### src/rtl/pipe_ctrl_if.sv
// Handshake bundle between pipe_ctrl and the datapath: hazard/MDU/exception inputs,
// enable/clear strobes out. Perf counter signals exist only with PIPE_CTRL_PERF_EN.
interface pipe_ctrl_if;
  logic hz_stall;
  logic D_md_use;
  logic E_md_start;
  logic E_md_div;
  logic D_eret;
  logic Req;
  logic PC_en;
  logic FD_en;
  logic DE_en;
  logic EM_en;
  logic MW_en;
  logic FD_reset;
  logic DE_reset;
  logic EM_reset;
  logic MW_reset;
  logic npc_epc;
  logic md_busy;
  logic eret_state;
`ifdef PIPE_CTRL_PERF_EN
  logic [31:0] stall_cnt;
  logic [31:0] flush_cnt;

  modport master (
    output hz_stall, D_md_use, E_md_start, E_md_div, D_eret, Req,
    input  PC_en, FD_en, DE_en, EM_en, MW_en, FD_reset, DE_reset, EM_reset, MW_reset,
    input  npc_epc, md_busy, eret_state, stall_cnt, flush_cnt
  );
  modport slave (
    input  hz_stall, D_md_use, E_md_start, E_md_div, D_eret, Req,
    output PC_en, FD_en, DE_en, EM_en, MW_en, FD_reset, DE_reset, EM_reset, MW_reset,
    output npc_epc, md_busy, eret_state, stall_cnt, flush_cnt
  );
`else
  modport master (
    output hz_stall, D_md_use, E_md_start, E_md_div, D_eret, Req,
    input  PC_en, FD_en, DE_en, EM_en, MW_en, FD_reset, DE_reset, EM_reset, MW_reset,
    input  npc_epc, md_busy, eret_state
  );
  modport slave (
    input  hz_stall, D_md_use, E_md_start, E_md_div, D_eret, Req,
    output PC_en, FD_en, DE_en, EM_en, MW_en, FD_reset, DE_reset, EM_reset, MW_reset,
    output npc_epc, md_busy, eret_state
  );
`endif
endinterface

### src/rtl/pipe_ctrl.sv
// Pipeline sequencer: stall/flush arbitration, MDU busy timer and eret redirect.
// Optional performance counters are built when PIPE_CTRL_PERF_EN is defined.
module pipe_ctrl #(
  parameter int unsigned MULT_CYCLES = 5,
  parameter int unsigned DIV_CYCLES  = 10,
  parameter int unsigned CNT_W       = 4
) (
  input logic       clk,
  input logic       reset,
  pipe_ctrl_if.slave bus
);

  typedef enum logic [0:0] {StRun, StEretFlush} state_e;

  state_e             state_q, state_d;
  logic [CNT_W-1:0]   md_cnt_q, md_cnt_d;
  logic               md_busy;
  logic               stall;
  logic               eret_take;

  assign md_busy = (md_cnt_q != '0);
  assign stall   = bus.hz_stall | (bus.D_md_use & (md_busy | bus.E_md_start));

  // A pending exception suppresses a same-cycle MDU start but never aborts a running count.
  always_comb begin
    md_cnt_d = md_cnt_q;
    if (bus.E_md_start && !bus.Req) begin
      md_cnt_d = bus.E_md_div ? CNT_W'(DIV_CYCLES) : CNT_W'(MULT_CYCLES);
    end else if (md_busy) begin
      md_cnt_d = md_cnt_q - 1'b1;
    end
  end

  assign eret_take = bus.D_eret && !bus.Req && !stall && (state_q == StRun);

  always_comb begin
    state_d = StRun;
    if (eret_take) state_d = StEretFlush;
  end

  always_ff @(posedge clk or negedge reset) begin
    if (!reset) begin
      state_q  <= StRun;
      md_cnt_q <= '0;
    end else begin
      state_q  <= state_d;
      md_cnt_q <= md_cnt_d;
    end
  end

  always_comb begin
    bus.PC_en    = 1'b1;
    bus.FD_en    = 1'b1;
    bus.DE_en    = 1'b1;
    bus.EM_en    = 1'b1;
    bus.MW_en    = 1'b1;
    bus.FD_reset = 1'b0;
    bus.DE_reset = 1'b0;
    bus.EM_reset = 1'b0;
    bus.MW_reset = 1'b0;
    bus.npc_epc  = 1'b0;
    // Strobes stay at their pass-through values for as long as reset is held.
    if (!reset) begin
      bus.npc_epc = 1'b0;
    end else if (bus.Req) begin
      bus.FD_reset = 1'b1;
      bus.DE_reset = 1'b1;
      bus.EM_reset = 1'b1;
      bus.MW_reset = 1'b1;
    end else if (stall) begin
      bus.PC_en    = 1'b0;
      bus.FD_en    = 1'b0;
      bus.DE_reset = 1'b1;
    end else if (state_q == StEretFlush) begin
      bus.FD_reset = 1'b1;
    end else if (bus.D_eret) begin
      bus.npc_epc = 1'b1;
    end
  end

  assign bus.md_busy    = md_busy;
  assign bus.eret_state = (state_q == StEretFlush);

`ifdef PIPE_CTRL_PERF_EN
  logic [31:0] stall_cnt_q, flush_cnt_q;

  always_ff @(posedge clk or negedge reset) begin
    if (!reset) begin
      stall_cnt_q <= '0;
      flush_cnt_q <= '0;
    end else begin
      if (stall && !bus.Req) stall_cnt_q <= stall_cnt_q + 32'd1;
      if (bus.Req || (state_q == StEretFlush)) flush_cnt_q <= flush_cnt_q + 32'd1;
    end
  end

  assign bus.stall_cnt = stall_cnt_q;
  assign bus.flush_cnt = flush_cnt_q;
`endif

endmodule

### src/flat_wrapper.sv
// flat-port wrapper written by rule: the top's interface ports become plain ports
module pipe_ctrl_flat 
#(
  parameter int unsigned MULT_CYCLES = 5,
  parameter int unsigned DIV_CYCLES  = 10,
  parameter int unsigned CNT_W       = 4
)
  (clk, reset, bus_hz_stall, bus_D_md_use, bus_E_md_start, bus_E_md_div, bus_D_eret, bus_Req, bus_PC_en, bus_FD_en, bus_DE_en, bus_EM_en, bus_MW_en, bus_FD_reset, bus_DE_reset, bus_EM_reset, bus_MW_reset, bus_npc_epc, bus_md_busy, bus_eret_state);
  pipe_ctrl_if bus_i ();
  input logic clk;
  input logic reset;
  input wire logic [$bits(bus_i.hz_stall)-1:0] bus_hz_stall;
  input wire logic [$bits(bus_i.D_md_use)-1:0] bus_D_md_use;
  input wire logic [$bits(bus_i.E_md_start)-1:0] bus_E_md_start;
  input wire logic [$bits(bus_i.E_md_div)-1:0] bus_E_md_div;
  input wire logic [$bits(bus_i.D_eret)-1:0] bus_D_eret;
  input wire logic [$bits(bus_i.Req)-1:0] bus_Req;
  output wire logic [$bits(bus_i.PC_en)-1:0] bus_PC_en;
  output wire logic [$bits(bus_i.FD_en)-1:0] bus_FD_en;
  output wire logic [$bits(bus_i.DE_en)-1:0] bus_DE_en;
  output wire logic [$bits(bus_i.EM_en)-1:0] bus_EM_en;
  output wire logic [$bits(bus_i.MW_en)-1:0] bus_MW_en;
  output wire logic [$bits(bus_i.FD_reset)-1:0] bus_FD_reset;
  output wire logic [$bits(bus_i.DE_reset)-1:0] bus_DE_reset;
  output wire logic [$bits(bus_i.EM_reset)-1:0] bus_EM_reset;
  output wire logic [$bits(bus_i.MW_reset)-1:0] bus_MW_reset;
  output wire logic [$bits(bus_i.npc_epc)-1:0] bus_npc_epc;
  output wire logic [$bits(bus_i.md_busy)-1:0] bus_md_busy;
  output wire logic [$bits(bus_i.eret_state)-1:0] bus_eret_state;
  assign bus_i.hz_stall = bus_hz_stall;
  assign bus_i.D_md_use = bus_D_md_use;
  assign bus_i.E_md_start = bus_E_md_start;
  assign bus_i.E_md_div = bus_E_md_div;
  assign bus_i.D_eret = bus_D_eret;
  assign bus_i.Req = bus_Req;
  assign bus_PC_en = bus_i.PC_en;
  assign bus_FD_en = bus_i.FD_en;
  assign bus_DE_en = bus_i.DE_en;
  assign bus_EM_en = bus_i.EM_en;
  assign bus_MW_en = bus_i.MW_en;
  assign bus_FD_reset = bus_i.FD_reset;
  assign bus_DE_reset = bus_i.DE_reset;
  assign bus_EM_reset = bus_i.EM_reset;
  assign bus_MW_reset = bus_i.MW_reset;
  assign bus_npc_epc = bus_i.npc_epc;
  assign bus_md_busy = bus_i.md_busy;
  assign bus_eret_state = bus_i.eret_state;
  pipe_ctrl #(.MULT_CYCLES(MULT_CYCLES), .DIV_CYCLES(DIV_CYCLES), .CNT_W(CNT_W)) u_core (.clk(clk), .reset(reset), .bus(bus_i));
endmodule
### config.mk
export PLATFORM = sky130hd
export DESIGN_NAME = pipe_ctrl_flat
export DESIGN_NICKNAME = d
export VERILOG_FILES = /design/src/rtl/pipe_ctrl_if.sv /design/src/rtl/pipe_ctrl.sv /design/src/flat_wrapper.sv
export SDC_FILE = /design/constraint.sdc
export NUM_CORES = 1
export LEC_CHECK = 0
export CAP_MARGIN = 10
export CORE_AREA = 5 5 42 44
export DETAILED_ROUTE_END_ITERATION = 8
export DIE_AREA = 0 0 47 49
export GPL_ROUTABILITY_DRIVEN = 0
export GPL_TIMING_DRIVEN = 0
export PLACE_DENSITY_LB_ADDON = 0.05
export SYNTH_ARGS = -nofsm -noshare
export SYNTH_HDL_FRONTEND = slang
export SYNTH_SLANG_ARGS = --single-unit
export TNS_END_PERCENT = 100
### constraint.sdc
create_clock -name clk -period 2.7 [get_ports clk]
set_input_delay 0.27 -clock clk [delete_from_list [all_inputs] [get_ports clk]]
set_output_delay 0.27 -clock clk [all_outputs]
set_load 0.1 [all_outputs]
# [After elaboration in Yosys (flattened, before gate mapping)]
# Index checks and enable logic that the tools add are counted.
[totals] register_bits=5 input_bits=8 output_inout_bits=12 elab_cells=36
[classes] n_addsub=1 muxes=21 n_bitwise=4 reduce_logical=8
[op_table] operator="$mux 1" n=18
[op_table] operator="$mux 4" n=3
[op_table] operator="$logic_and 1x1->1" n=4
[op_table] operator="$reduce_bool 4->1" n=1
[op_table] operator="$sub 4x1->4 const B" n=1
[op_table] operator="$logic_not 1->1" n=2
[op_table] operator="$or 1x1->1" n=2
[op_table] operator="$reduce_bool 2->1" n=1
[op_table] operator="$and 1x1->1" n=1
[op_table] operator="$not 1->1" n=1

# [Depth between registers and ports, before layout]
# Gate-level depths: netlist of the first run.
[logic_depth] ltp_word=8 ltp_mapped=7 ltp_nobuf=5

# [Worst setup path before layout of the first run]
# No wires, ideal clock.
[synth_timing] kind="register to output" startpoint="register u_core.md_cnt_q[0]" endpoint="output port bus_PC_en" arrival_time_ns=3.255 t_required_ns=2.430 path_slack_ns=-0.825 path_stages_with_launch=8 cell_sequence="dfrtp_1 -> inv_1 -> ha_1 -> or3b_1 -> buf_6 -> o21a_4 -> o21ai_1 -> buf_4"
[synth_via] elab_chain_len=7
[synth_rtl] item="start, declared" line="pipe_ctrl.sv:16" source="logic [CNT_W-1:0] md_cnt_q, md_cnt_d;"
[synth_rtl] item="start signal, assigned" line="pipe_ctrl.sv:47" source="md_cnt_q <= md_cnt_d;"
[synth_rtl] item="$reduce_bool 4->1" line="pipe_ctrl.sv:21" source="assign md_busy = (md_cnt_q != '0);"
[synth_rtl] item="named net bus_md_busy" line="flat_wrapper.sv:28" source="output wire logic [$bits(bus_i.md_busy)-1:0] bus_md_busy;"
[synth_rtl] item="$or 1x1->1" line="pipe_ctrl.sv:22" source="assign stall = bus.hz_stall | (bus.D_md_use & (md_busy | bus.E_md_start));"
[synth_rtl] item="$and 1x1->1" line="pipe_ctrl.sv:22"
[synth_rtl] item="$or 1x1->1" line="pipe_ctrl.sv:22"
[synth_rtl] item="$mux 1 (3 in a row)"
[synth_rtl] item="end, declared" line="flat_wrapper.sv:18" source="output wire logic [$bits(bus_i.PC_en)-1:0] bus_PC_en;"
# The timed path passes the listed nets, and every way through them passes these cells.

# [Worst setup path in the final report of the first run]
[layout_timing] startpoint="register u_core.md_cnt_q[0]" endpoint="output port bus_md_busy"
[layout_via] elab_chain_len=1
[layout_rtl] item="$reduce_bool 4->1" line="pipe_ctrl.sv:21"
[layout_rtl] item="end, declared" line="flat_wrapper.sv:28"
# Every way passes these cells.

==> impl_metrics.csv, run 1 <==
group,metric,value,unit
outcome,status,"complete, no violations",
setup_path,start_kind,"register",
grt,grt_pass1_wl,1410,um
yosys,synth_top_area_cell,"dfrtp_1",
clocking,clk_latency,240,ps
power,power.density,840,mW/mm2
finish,final_common_cell,"clkdlybuf4s50_1",
placement,post-dp-hpwl,724,um
setup_path,reg2reg_slack,1130,ps
floorplanning,die_x,47,um
setup_path,slowest_stage,"clkdlybuf4s50_1",
floorplanning,pin_count,20,
sta,worst_pin_slew,973,ps
finish,fillers,158,
setup_path,path_class,"register to output pin",
worst_hold_path,min_path_type,"input port to asynchronous set/reset pin",
power,p_int,0.278,mW
clocking,cts_setup_buffers,0,
placement,io_buffers,16,
grt,grt_max_degree,11,
power,p_seq_share,24.9,%
setup_path,crit_chain,"inv_1, ha_1, or3b_1, buf_6, clkdlybuf4s50_1",
detailed_routing,drt-met1-wl,422,um
power,swShare,47.3,%
clocking,cts_sinks,5,
setup_path,cp-end-kind,"output pin",
setup_path,r2r_end,"u_core.bus.eret_state",
sta,setup_viol,0,
clocking,htree_num_levels,1,
setup_path,cp.arrival,2330,ps
grt,gr-total-overflow,0,
sta,fin_skew,1.53,ps
power,p_sw,0.250,mW
power,clockPowerShare,16.4,%
sta,fmax,0.385,GHz
yosys,synth_cells,43,
floorplanning,die_h,49,um
yosys,yosysSeqAreaShare,31.2,%
yosys,ys_ff_latch,5,
setup_path,crit_path_max_incr_delay,960,ps
sta,rsz0062_at_grt,"no",
clocking,path_clk_slew,40,ps
sta,post-route-period-util,96.2,%
finish,final_cells,81,
sta,post-route-min-period,2600,ps
detailed_routing,vias_per_cell,4.33,
detailed_routing,drcViolationCount,0,
detailed_routing,firstDrtPassIters,1,
power,ir_worst_vdd,0.000461,V
yosys,yosys_warnings,0,
clocking,cts_buffers,3,
detailed_routing,top_layer_used,"met3",
setup_path,crit_path_max_fanout,7,
yosys,syn_area,402,um2
detailed_routing,totalWireLength,910,um
finish,final_nets,76,
yosys,synth_area_leaders,"dfrtp_1, buf_4, ha_1",
placement,dp.cells,77,
grt,grt_pass1_vias,347,
yosys,syn_area_per_cell,9.34,um2
sta,slew_violations,0,
detailed_routing,met2_length,416,um
finish,area_delta_synth_final,56.4,%
yosys,netlist-cell-type-count,23,
run,cap_violations,0,
clocking,cts_root_buf,"clkbuf_4",
detailed_routing,routedWlPerCell,11.2,um
clocking,max-clock-path-buffers,2,
finish,drive_above_1_share,30.8,%
sta,hold_viol,0,
detailed_routing,ant_nets,0,
power,pwr-share-comb,58.7,%
detailed_routing,dr_wl_met3,71,um
clocking,tritoncts,"done",
floorplanning,core-area,0.00140,mm2
sta,slew_headroom,35.0,%
grt,track_usage,8.63,%
grt,antenna_found_initial,0,
finish,mostFrequentLayoutCells,"clkdlybuf4s50_1, buf_4, dfrtp_1",
floorplanning,rows,14,
finish,diodes,0,
yosys,yosysTopAreaCellShare,31.2,%
setup_path,r2r_start,"u_core.md_cnt_q[0]",
floorplanning,start_util,28.7,%
setup_path,worstPathRequired,2430,ps
floorplanning,fp.dieArea,0.00230,mm2
detailed_routing,vias,351,
detailed_routing,drt-initial-drc-count,0,
sta,holdWs,326,ps
power,power_leakage,0.287,nW
setup_path,rr_worst_depth,6,
==> registers in the layout, summed over array words and instances, names as in the netlist <==
name,cells
u_core.bus.eret_state,1
u_core.md_cnt_q,4
==> cell families (layout without fill, tap and decap cells) <==
kind of cell | after synthesis | count (layout) | share of synthesized area, %
buffers and inverters | 9 | 29 | 15.0
DFF | 5 | 5 | 31.2
AOI/OAI and AO/OA | 9 | 9 | 17.8
adders and majority gates | 2 | 2 | 6.23
and+or+nand+nor | 15 | 15 | 24.6
other | 1 | 3 | 0.934
xor gates and xnor gates | 2 | 2 | 4.36
==> worst max path at each step <==
stage / from / to / slack, ps / depth (start not counted)
after floorplan: u_core.md_cnt_q[0] / bus_PC_en / -230 / 7
after global placement: u_core.md_cnt_q[0] / bus_PC_en / -310 / 8
after detailed placement: u_core.md_cnt_q[0] / bus_FD_reset / -310 / 7
after CTS: reset / bus_EM_reset / 9 / 4
after global routing: u_core.md_cnt_q[0] / bus_md_busy / 20 / 5
final: u_core.md_cnt_q[0] / bus_md_busy / 100 / 5
==> cell usage after synthesis <==
library cell and instances:
buf_4 5, dfrtp_1 5, nand2_1 4, inv_1 3, nand2b_1 3, ha_1 2
nor4_2 2, o21ai_0 2, o21ai_1 2, xnor2_1 2, and2_2 1, buf_6 1
conb_1 1, nand3_1 1, nand3b_1 1, nor2b_1 1, nor3_1 1, o21a_4 1
o221ai_1 1, o22ai_1 1, o31a_1 1, o31ai_2 1, or3b_1 1
==> metrics by stage <==
step                      TNS, ps  power (mW)  util, %  instance area [um2]  setup WS (ps)
final                           0       0.527     44.8                  628            103
after global routing            0       0.568     44.8                  628           22.2
after CTS                       0       0.537     45.5                  638           9.50
after detailed placement    -1340       0.450     43.6                  611           -310
after global placement      -1350       0.452     43.6                  611           -310
after floorplan              -236       0.381        -                  430           -234
==> final cells by class <==
| class | count | area, um2 | area share [%] |
|---|---|---|---|
| repair buffers | 16 | 151 | 24.1 |
| flip-flops and latches | 5 | 125 | 19.9 |
| plain buffers | 6 | 48.8 | 7.77 |
| clock buffers | 4 | 26.3 | 4.18 |
| multi-input cells | 31 | 245 | 39.0 |
| inverters | 3 | 11.3 | 1.79 |
| well taps | 16 | 20.0 | 3.19 |
==> what timing repair did <==
item                                    4_1_cts  5_1_grt
gates resized for setup                      16        5
endpoints found under the hold margin         0        0
hold buffers                                  0        0
endpoints found under the setup margin        6        3
pin swaps                                     0        0
==> critical path: cells and delay by family (launching register included) <==
family	cells	cell delay, ps
adders and majority gates	1	150
buffers and inverters	3	1200
DFF	1	380
and+or+nand+nor	1	360
==> power by group through the flow <==
stage	registers, mW	clock network [mW]	logic (mW)
floorplan	0.130	0	0.251
global placement	0.133	0	0.319
detailed placement	0.132	0	0.317
CTS	0.131	0.0903	0.316
global route	0.135	0.0965	0.336
finish	0.132	0.0863	0.310
==> metal layers <==
metal | up-vias | track usage, %
li1 | 186 | -
met4 | 0 | 1.38
met1 | 155 | 10.5
met3 | 0 | 5.54
met2 | 10 | 12.9
met5 | - | 0
Note: power is estimated with default switching activity, not from simulation.
==> run 2, diff against run 1 <==
--- a/config.mk
+++ b/config.mk
@@ -5,10 +5,11 @@
 export SDC_FILE = /design/constraint.sdc
 export NUM_CORES = 1
 export LEC_CHECK = 0
-export CAP_MARGIN = 10
 export CORE_AREA = 5 5 42 44
+export CTS_CLUSTER_DIAMETER = 30
 export DETAILED_ROUTE_END_ITERATION = 8
 export DIE_AREA = 0 0 47 49
+export DONT_BUFFER_PORTS = 1
 export GPL_ROUTABILITY_DRIVEN = 0
 export GPL_TIMING_DRIVEN = 0
 export PLACE_DENSITY_LB_ADDON = 0.05
==> run 2 against run 1 <==
- global-route usage up 0.78 points
- critical path type unchanged
- final cell count shrank 9.9%
- utilization shrank 4.1 points
- design area decreased by 9.2%
- first-iteration DRC count is 8 higher
- non-clock buffer count fell by 8
- clock-buffer cell count stayed put
- clock power grew 2%
- hold slack got worse by 240 ps
- sequential power about the same
- critical path depth is 1 higher
- the run now ends with setup timing left
==> impl_metrics.csv, run 2 (synthesis results as in run 1) <==
group,metric,value,unit
clocking,path_clk_slew,40,ps
finish,drive_above_1_share,43.9,%
power,power.total,0.598,mW
clocking,tritoncts,"done",
floorplanning,die_x,47,um
clocking,clk_latency,250,ps
placement,io_buffers,0,
detailed_routing,vias,345,
setup_path,slowest_stage,"nor4_4",
setup_path,crit_path_max_fanout,7,
outcome,violations,"setup timing",
setup_path,cp.arrival,2650,ps
sta,fin_skew,2.56,ps
grt,antenna_found_initial,0,
floorplanning,die_h,49,um
clocking,cts_root_buf,"clkbuf_4",
placement,dp.cells,61,
finish,diodes,0,
sta,slew_headroom,11.3,%
detailed_routing,ant_nets,0,
setup_path,path_class,"register to output pin",
clocking,cts_sinks,5,
placement,post-dp-hpwl,691,um
run,cap_violations,0,
detailed_routing,drt-initial-drc-count,8,
power,power.density,1050,mW/mm2
finish,area_delta_synth_final,42.1,%
finish,post-route-util,40.7,%
sta,rsz0062_at_grt,"yes",
setup_path,worstPathRequired,2430,ps
grt,grt_pass1_vias,340,
grt,grt_max_degree,8,
detailed_routing,firstDrtPassIters,4,
finish,final_cells,73,
clocking,htree_num_levels,1,
floorplanning,rows,14,
setup_path,start_kind,"register",
detailed_routing,totalWireLength,939,um
finish,fillers,149,
sta,setup_ws,-215,ps
power,ir_worst_vdd,0.000415,V
floorplanning,start_util,28.7,%
worst_hold_path,min_path_type,"input port to register",
sta,setup_tns,-462,ps
finish,final_common_cell,"buf_4",
setup_path,cp-end-kind,"output pin",
sta,hold_viol,0,
finish,final_nets,68,
sta,post-route-period-util,108,%
finish,largest_reg_flops,4,
sta,worst_pin_slew,1320,ps
floorplanning,core-area,0.00140,mm2
setup_path,crit_path_max_incr_delay,1000,ps
sta,post-route-min-period,2920,ps
sta,fmax,0.343,GHz
detailed_routing,vias_per_cell,4.73,
finish,largest_register,"u_core.md_cnt_q",
setup_path,crit_chain,"inv_2, ha_1, or3b_4, buf_12, o21a_4, nor4_4",
clocking,max-clock-path-buffers,2,
power,power_leakage,0.251,nW
grt,grt_pass1_wl,1560,um
detailed_routing,routedWlPerCell,12.9,um
outcome,status,"finished, violations left",
detailed_routing,drcViolationCount,0,
sta,slew_violations,0,
floorplanning,pin_count,20,
floorplanning,fp.dieArea,0.00230,mm2
finish,mostFrequentLayoutCells,"buf_4, dfrtp_1, nand2_1",
clocking,cts_buffers,3,
sta,setup_viol,3,
grt,track_usage,9.41,%
grt,gr-total-overflow,0,
[run 2: worst max-delay path, delay by kind of cell, from the launching register on]
family | cells | cell delay [ps]
simple gates | 2 | 1380
fa+ha+maj | 1 | 130
compound gates | 1 | 260
flops | 1 | 380
buf+inv | 2 | 240
[run 2: worst paths after layout]
kind,startpoint,end,slack [ps],depth (start not counted)
max,u_core.md_cnt_q[0],bus_npc_epc,-220,6
min in group asynchronous,reset,u_core.md_cnt_q[0],330,1
max reg2reg,u_core.md_cnt_q[0],u_core.bus.eret_state,940,7
min reg2reg,u_core.md_cnt_q[3],u_core.md_cnt_q[3],590,2
max in group asynchronous,reset,u_core.bus.eret_state,2170,1
min,bus_hz_stall,u_core.bus.eret_state,80,1
[run 2: layer usage]
metal  part of all wire, %  global-route usage (%)
met3                    10                    2.95
met2                    48                    13.1
met1                    39                    12.2
met4                   2.4                    5.53
met5                     0                       0
[run 2: per-stage QoR]
| stage | area (um2) | setup WS (ps) | hold slack [ps] |
|---|---|---|---|
| floorplan | 430 | -234 | -25.6 |
| global placement | 450 | -318 | -25.3 |
| detailed placement | 450 | -341 | -25.2 |
| CTS | 536 | -218 | 82.8 |
| global route | 571 | -277 | 80.3 |
| finish | 571 | -215 | 81.9 |
[run 2: power by group]
part	internal, mW	switching, mW
logic	0.167	0.208
registers	0.107	0.0276
clock network	0.0560	0.0322
[run 2: area by class of cell]
type	count	area, um2	area share [%]
multi-input cells	31	255	44.7
inverters	3	11.3	1.97
well taps	16	20.0	3.51
plain buffers	6	70.1	12.3
flip-flops and latches	5	125	21.9
repair buffers	8	62.6	11.0
clock buffers	4	26.3	4.61
[run 2: repair_timing]
action,CTS,global route
endpoints found under the setup margin,4,3
setup buffers,4,3
hold buffers,1,0
endpoints found under the hold margin,5,0
pin swaps,2,2
gates resized for setup,6,3
